[src/rtl/battle_pkg.sv]
`default_nettype none
// ============================================================================
// Module      : battle_pkg
// Description : Shared definitions for the battle-screen turn sequencer:
//               FSM state encoding, PS/2 attack key codes, LFSR seed/taps
//               and a saturating 8-bit helper.
// Revision    : 1.0 - initial release
// ============================================================================
package battle_pkg;

  // FSM state encoding (explicit 4-bit width)
  typedef logic [3:0] battle_state_t;

  localparam battle_state_t ST_IDLE     = 4'd0;
  localparam battle_state_t ST_INIT     = 4'd1;
  localparam battle_state_t ST_SETTLE_I = 4'd2;
  localparam battle_state_t ST_P_WAIT   = 4'd3;
  localparam battle_state_t ST_P_REQ    = 4'd4;
  localparam battle_state_t ST_CHECK_P  = 4'd5;
  localparam battle_state_t ST_E_CHOOSE = 4'd6;
  localparam battle_state_t ST_E_REQ    = 4'd7;
  localparam battle_state_t ST_CHECK_E  = 4'd8;
  localparam battle_state_t ST_WON      = 4'd9;
  localparam battle_state_t ST_LOST     = 4'd10;

  // PS/2 make codes for the three attack keys ('1', '2', '3')
  localparam logic [7:0] KEY_ATK1 = 8'h16;
  localparam logic [7:0] KEY_ATK2 = 8'h1E;
  localparam logic [7:0] KEY_ATK3 = 8'h26;

  // Galois LFSR, x^8+x^6+x^5+x^4+1, right-shifting: bit i stands for x^(i+1)
  localparam logic [7:0] LFSR_SEED = 8'hA5;
  localparam logic [7:0] LFSR_TAPS = 8'hB8;

  // Clamp a wide unsigned value into an 8-bit damage amount
  function automatic logic [7:0] sat8(input logic [15:0] v);
    if (v > 16'd255) begin
      return 8'hFF;
    end
    return v[7:0];
  endfunction

endpackage : battle_pkg
`default_nettype wire

[src/rtl/battle_lfsr.sv]
`default_nettype none
// ============================================================================
// Module      : battle_lfsr
// Description : Free-running 8-bit Galois LFSR used as a cheap random source
//               for game logic. Advances on every rising clock edge.
// Ports       : clk    - clock
//               rst    - asynchronous active-high reset (loads LFSR_SEED)
//               lfsr_o - current LFSR state
// Revision    : 1.0 - initial release
// ============================================================================
module battle_lfsr
  import battle_pkg::*;
(
  input  logic       clk,
  input  logic       rst,
  output logic [7:0] lfsr_o
);

  logic [7:0] lfsr_q;
  logic [7:0] lfsr_d;

  // Shift right; when a 1 falls out of bit 0, fold it back in at the taps
  always_comb begin
    lfsr_d = {1'b0, lfsr_q[7:1]};
    if (lfsr_q[0]) begin
      lfsr_d = {1'b0, lfsr_q[7:1]} ^ LFSR_TAPS;
    end
  end

  always_ff @(posedge clk or posedge rst) begin
    if (rst) begin
      lfsr_q <= LFSR_SEED;
    end else begin
      lfsr_q <= lfsr_d;
    end
  end

  assign lfsr_o = lfsr_q;

endmodule : battle_lfsr
`default_nettype wire

[src/rtl/battle_turn_ctrl.sv]
`default_nettype none
// ============================================================================
// Module      : battle_turn_ctrl
// Description : Battle-screen turn sequencer. Starts a battle on enemy
//               collision, alternates player/enemy turns, issues damage
//               requests to the HP datapath over valid/ready, and reports
//               win/loss when an HP value reaches zero. Owns no HP state.
// Config      : BATTLE_CRIT_EN - when defined, player hits with
//               lfsr[7:5]==3'b111 deal double damage and the extra output
//               'crit' flags that request.
// Ports       : clk_b, rst            - clock, async active-high reset
//               col_e, boss           - collision level, boss qualifier
//               key_valid, key_in     - keyboard strobe and make code
//               hp_player, hp_enemy   - HP values from the datapath
//               init_valid, init_boss - HP reload pulse and boss qualifier
//               dmg_valid/ready, dmg_to_enemy, dmg_amount - damage request
//               p_attack, e_attack    - last attack numbers
//               battle_active/won/lost - battle status
// Revision    : 1.0 - initial release
// ============================================================================
module battle_turn_ctrl
  import battle_pkg::*;
#(
  parameter int P_DMG1     = 10,
  parameter int P_DMG2     = 20,
  parameter int P_DMG3     = 30,
  parameter int E_DMG_BASE = 8,
  parameter int BOSS_BONUS = 4
) (
  input  logic       clk_b,
  input  logic       rst,
  input  logic       col_e,
  input  logic       boss,
  input  logic       key_valid,
  input  logic [7:0] key_in,
  input  logic [7:0] hp_player,
  input  logic [7:0] hp_enemy,
  output logic       init_valid,
  output logic       init_boss,
  output logic       dmg_valid,
  input  logic       dmg_ready,
  output logic       dmg_to_enemy,
  output logic [7:0] dmg_amount,
  output logic [2:0] p_attack,
  output logic [2:0] e_attack,
  output logic       battle_active,
  output logic       battle_won,
  output logic       battle_lost
`ifdef BATTLE_CRIT_EN
  ,
  output logic       crit
`endif
);

  // --------------------------------------------------------------------------
  // Random source
  // --------------------------------------------------------------------------
  logic [7:0] w_lfsr;

  battle_lfsr u_lfsr (
    .clk    (clk_b),
    .rst    (rst),
    .lfsr_o (w_lfsr)
  );

  // Bits 4:3 never steer anything; bits 7:5 only matter with crits enabled
  logic w_unused_lfsr;
  assign w_unused_lfsr = ^w_lfsr[7:3];

  // --------------------------------------------------------------------------
  // State
  // --------------------------------------------------------------------------
  battle_state_t state_q, state_d;
  logic          boss_q, boss_d;
  logic [7:0]    amount_q, amount_d;
  logic [2:0]    p_attack_q, p_attack_d;
  logic [2:0]    e_attack_q, e_attack_d;
`ifdef BATTLE_CRIT_EN
  logic          crit_q, crit_d;
`endif

  // --------------------------------------------------------------------------
  // Player attack decode and hit resolution
  // --------------------------------------------------------------------------
  logic [2:0]  w_key_atk;
  logic        w_key_hit;
  logic [15:0] w_p_raw;
  logic [7:0]  w_p_amt;
  logic        w_crit;

  always_comb begin
    w_key_atk = 3'd0;
    case (key_in)
      KEY_ATK1: w_key_atk = 3'd1;
      KEY_ATK2: w_key_atk = 3'd2;
      KEY_ATK3: w_key_atk = 3'd3;
      default:  w_key_atk = 3'd0;
    endcase

    // Attack 1 is reliable; the heavier attacks trade accuracy for damage
    w_key_hit = 1'b0;
    w_p_raw   = 16'd0;
    case (w_key_atk)
      3'd1: begin
        w_key_hit = 1'b1;
        w_p_raw   = P_DMG1[15:0];
      end
      3'd2: begin
        w_key_hit = (w_lfsr[1:0] != 2'b00);
        w_p_raw   = P_DMG2[15:0];
      end
      3'd3: begin
        w_key_hit = w_lfsr[0];
        w_p_raw   = P_DMG3[15:0];
      end
      default: begin
        w_key_hit = 1'b0;
        w_p_raw   = 16'd0;
      end
    endcase

`ifdef BATTLE_CRIT_EN
    w_crit = w_key_hit && (w_lfsr[7:5] == 3'b111);
`else
    w_crit = 1'b0;
`endif
    w_p_amt = w_crit ? sat8({w_p_raw[14:0], 1'b0}) : sat8(w_p_raw);
  end

  // --------------------------------------------------------------------------
  // Enemy attack choice: lfsr[2:1] of 0 and 1 both map to attack 1
  // --------------------------------------------------------------------------
  logic [1:0]  w_e_sel;
  logic [2:0]  w_e_atk;
  logic [15:0] w_e_raw;

  assign w_e_sel = w_lfsr[2:1];
  assign w_e_atk = (w_e_sel == 2'd0) ? 3'd1 : {1'b0, w_e_sel};
  assign w_e_raw = (E_DMG_BASE[15:0] * {13'd0, w_e_atk})
                 + (boss_q ? BOSS_BONUS[15:0] : 16'd0);

  // --------------------------------------------------------------------------
  // Next-state logic
  // --------------------------------------------------------------------------
  always_comb begin
    state_d    = state_q;
    boss_d     = boss_q;
    amount_d   = amount_q;
    p_attack_d = p_attack_q;
    e_attack_d = e_attack_q;
`ifdef BATTLE_CRIT_EN
    crit_d     = crit_q;
`endif

    case (state_q)
      ST_IDLE: begin
        // Latch the enemy type at the collision so it is stable all battle
        if (col_e) begin
          boss_d  = boss;
          state_d = ST_INIT;
        end
      end

      ST_INIT:     state_d = ST_SETTLE_I;

      ST_SETTLE_I: state_d = ST_P_WAIT;

      ST_P_WAIT: begin
        if (key_valid && (w_key_atk != 3'd0)) begin
          if (w_key_hit) begin
            p_attack_d = w_key_atk;
            amount_d   = w_p_amt;
`ifdef BATTLE_CRIT_EN
            crit_d     = w_crit;
`endif
            state_d    = ST_P_REQ;
          end else begin
            p_attack_d = 3'd0;
            state_d    = ST_E_CHOOSE;
          end
        end
      end

      ST_P_REQ: begin
        if (dmg_ready) begin
          state_d = ST_CHECK_P;
        end
      end

      // HP was updated on the transfer edge, so it is valid here
      ST_CHECK_P: state_d = (hp_enemy == 8'd0) ? ST_WON : ST_E_CHOOSE;

      ST_E_CHOOSE: begin
        e_attack_d = w_e_atk;
        amount_d   = sat8(w_e_raw);
`ifdef BATTLE_CRIT_EN
        crit_d     = 1'b0;
`endif
        state_d    = ST_E_REQ;
      end

      ST_E_REQ: begin
        if (dmg_ready) begin
          state_d = ST_CHECK_E;
        end
      end

      ST_CHECK_E: state_d = (hp_player == 8'd0) ? ST_LOST : ST_P_WAIT;

      ST_WON, ST_LOST: begin
        if (key_valid) begin
          p_attack_d = 3'd0;
          e_attack_d = 3'd0;
          state_d    = ST_IDLE;
        end
      end

      default: state_d = ST_IDLE;
    endcase
  end

  always_ff @(posedge clk_b or posedge rst) begin
    if (rst) begin
      state_q    <= ST_IDLE;
      boss_q     <= 1'b0;
      amount_q   <= 8'd0;
      p_attack_q <= 3'd0;
      e_attack_q <= 3'd0;
`ifdef BATTLE_CRIT_EN
      crit_q     <= 1'b0;
`endif
    end else begin
      state_q    <= state_d;
      boss_q     <= boss_d;
      amount_q   <= amount_d;
      p_attack_q <= p_attack_d;
      e_attack_q <= e_attack_d;
`ifdef BATTLE_CRIT_EN
      crit_q     <= crit_d;
`endif
    end
  end

  // --------------------------------------------------------------------------
  // Outputs: decoded from the state register so an async reset clears them
  // immediately. The amount is gated so it reads 0 outside a request.
  // --------------------------------------------------------------------------
  assign init_valid    = (state_q == ST_INIT);
  assign init_boss     = (state_q == ST_INIT) && boss_q;
  assign dmg_valid     = (state_q == ST_P_REQ) || (state_q == ST_E_REQ);
  assign dmg_to_enemy  = (state_q == ST_P_REQ);
  assign dmg_amount    = dmg_valid ? amount_q : 8'd0;
  assign p_attack      = p_attack_q;
  assign e_attack      = e_attack_q;
  assign battle_active = (state_q != ST_IDLE);
  assign battle_won    = (state_q == ST_WON);
  assign battle_lost   = (state_q == ST_LOST);
`ifdef BATTLE_CRIT_EN
  assign crit          = (state_q == ST_P_REQ) && crit_q;
`endif

endmodule : battle_turn_ctrl
`default_nettype wire

[config.mk]
export PLATFORM = sky130hd
export DESIGN_NAME = battle_turn_ctrl
export DESIGN_NICKNAME = d
export VERILOG_FILES = /design/src/rtl/battle_pkg.sv /design/src/rtl/battle_lfsr.sv /design/src/rtl/battle_turn_ctrl.sv
export SDC_FILE = /design/constraint.sdc
export NUM_CORES = 1
export LEC_CHECK = 0
export ABC_AREA = 0
export BUFFER_PORTS_ARGS = -buffer_cell sky130_fd_sc_hd__buf_4
export CAP_MARGIN = 30
export CORE_ASPECT_RATIO = 0.8
export CORE_MARGIN = 2
export CORE_UTILIZATION = 48
export DETAILED_ROUTE_END_ITERATION = 16
export MAX_ROUTING_LAYER = met4
export PLACE_DENSITY = 0.87
export SKIP_LAST_GASP = 1
export SYNTH_ARGS = -nofsm -noshare
export SYNTH_HDL_FRONTEND = slang
export SYNTH_SLANG_ARGS = --single-unit
export TNS_END_PERCENT = 10
[constraint.sdc]
create_clock -name clk_b -period 2.4 [get_ports clk_b]
set_input_delay 0.48 -clock clk_b [delete_from_list [all_inputs] [get_ports clk_b]]
set_output_delay 0.48 -clock clk_b [all_outputs]
set_load 0.01 [all_outputs]
==> metrics.txt <==
status=finished, final reports clean; largest net degree at the start of global routing=22; dpl hpwl=2520 um; Initial Util=51.8%; Layout Skew=0.0128 ns; Critical Path RT=1.92 ns; Synth Area per Inst=9.07 sq um; post-route setup TNS=0 ns; max frequency=446 MHz; synth unique cells=48; H-tree depth=1; max cap viols=0; Iter 0 DRT Violations=26; Post-Place Worst Slack=0.288 ns; insertion delay to the later sink of the worst-skew pair=0.31 ns; Final #Nets=216; global-route wire length before repair=5240 um; measured slew at the worst slew-check pin=0.780 ns; post-synthesis sequential area ratio=40.6%; Residual DRC=0; vias in the first global route=1187; DRT antenna net count=0; Vias/cell=5.57; Mapped Area=1310 sq um; hold buffer count at CTS=0; Crit Path Max Fanout=16; most common cell after layout, fill and taps aside=buf_4; n_diodes=0; row count=16; Yosys reg bits=21; min setup slack post-route=0.158 ns; GPL Wtd Cong=0.889; Final Hold Vio Count=0; gr usage total=21.6%; Post-Synthesis Cells=144; grt ovf=0; Setup crit end kind=output port; Power Density=875 nW/um^2; port bufs=44; I/O pins=51; Reg area=534 sq um; Setup CP Type=reg2out; final WL=3140 um; via count=1230; Clock Path Buffers=2; area grow syn2layout=27.3%; Final setup viols=0; relative slew slack=47.9%; Worst-path clk slew=0.12 ns; Die Wd=62.3 um; Worst VDD drop=576 uV; Synth Flop Type=dfrtp_1; antenna violations before repair=0; type of origin of the critical path=flop; Layout fillers=228; type of the tightest min-delay check=in2async; Final Slew Violations=0; layout cells sized above 1=34.6%; Post-CTS Setup Bufs=0; Multi-input gate area=712 sq um; P_leak=0.759 nW; die footprint=3160 sq um; number of enable flip-flop cells after synthesis=0; CTS Buf Count=3; die height=50.7 um; routed length per instance=14.2 um; area of the core=2520 sq um; Async SR Flop Fraction=100%; worst path arrival time=1.76 ns; Yosys Warn Count=0; Pre-antenna DRT Iters=4; most frequent cells in the layout=buf_4 (44), nor2_1 (15), dfrtp_1 (14), nand2_1 (11); CTS resizes=0; post-layout min period=2.24 ns; final worst path period share=93.4%; root buf cell=clkbuf_4; CTS tree=yes; unrepaired setup endpoints after global routing=no; CTS Sinks=21
-- registers in the layout, summed over array words and instances (netlist names) --
register and flops:
amount_q 4, boss_q 1, e_attack 2, p_attack 2
state_q 4, u_lfsr.lfsr_o 8
-- per-layer routing --
layer / global-route usage (%) / vias to the layer above / routed length, um / share of wire, %
li1: - / 592 / - / -
met1: 27.4 / 578 / 1350 / 43
met2: 33.5 / 54 / 1500 / 48
met3: 6.50 / 6 / 261 / 8.3
met4: 7.04 / 0 / 38 / 1.2
met5: - / - / 0 / 0
-- cells by family after synthesis --
group                  count (synthesis)  share of synthesized area (%)
other                                  1                          0.287
AND/OR/NAND/NOR                       65                           28.0
multiplexers                           7                           5.75
flip-flops                            21                           40.6
AO/OA/AOI/OAI                         29                           15.7
buffers and inverters                 16                           6.32
XOR/XNOR                               5                           3.35
-- where the power goes --
part	leakage (nW)	internal (mW)	total [mW]	switching (mW)
logic	0.484	0.332	0.690	0.357
clock network	0.0150	0.0650	0.171	0.106
registers	0.260	0.440	0.594	0.154
-- worst max-delay path: stages (launching register included) --
cell and delay [ns]:
dfrtp_2 0.55, nand2b_1 0.29, nand2_1 0.11, nor2_1 0.21, and2_1 0.17, buf_4 0.12
-- final cells by class --
cell class                 count  area share, %
sequential                    21           32.1
tap                           36           2.71
timing repair buffer          44           19.9
clock buffer                   4           1.58
multi-input combinational    112           42.8
inverter                       4          0.903
-- Yosys cell counts (all sizes together) (2+ instances only) --
master | instances | area share (%)
dfrtp | 17 | 33
nor2 | 15 | 4.3
nand2 | 11 | 3.2
a21oi | 7 | 2.7
nor3 | 7 | 2.7
buf | 6 | 3.4
clkbuf | 6 | 1.7
and2 | 5 | 2.4
o21ai | 5 | 1.9
dfstp | 4 | 8.0
inv | 4 | 1.1
mux2 | 4 | 3.4
nand2b | 4 | 1.9
nand3 | 4 | 1.9
mux2i | 3 | 2.3
nor2b | 3 | 1.4
xor2 | 3 | 2.0
a2111oi | 2 | 1.3
nand3b | 2 | 1.1
nor4 | 2 | 0.96
o21bai | 2 | 1.1
o32ai | 2 | 1.3
or2 | 2 | 0.96
xnor2 | 2 | 1.3
-- per-stage QoR --
stage / hold slack [ns] / power (mW) / util, % / cell area (sq um) / std cells
2_1_floorplan: 0.333 / 1.03 / - / 1330 / 149
3_3_place_gp: 0.338 / 1.25 / 64.7 / 1630 / 217
3_5_place_dp: 0.343 / 1.28 / 64.7 / 1630 / 217
4_1_cts: 0.338 / 1.44 / 65.8 / 1660 / 221
5_1_grt: 0.359 / 1.57 / 65.9 / 1660 / 221
6_report: 0.299 / 1.45 / 65.9 / 1660 / 221
-- worst paths after layout --
path / to / slack [ns] / from / cells past startpoint
max in group asynchronous: state_q[1] / 1.57 / rst / 2
setup reg to reg: amount_q[3] / 0.49 / state_q[2] / 5
min in group clk_b: u_lfsr.lfsr_o[2] / 0.36 / u_lfsr.lfsr_o[3] / 0
hold / removal: p_attack[0] / 0.30 / rst / 2
setup / recovery: dmg_amount[3] / 0.16 / state_q[0] / 5
hold reg to reg: u_lfsr.lfsr_o[2] / 0.36 / u_lfsr.lfsr_o[3] / 0
(Power assumes the default switching activity.)
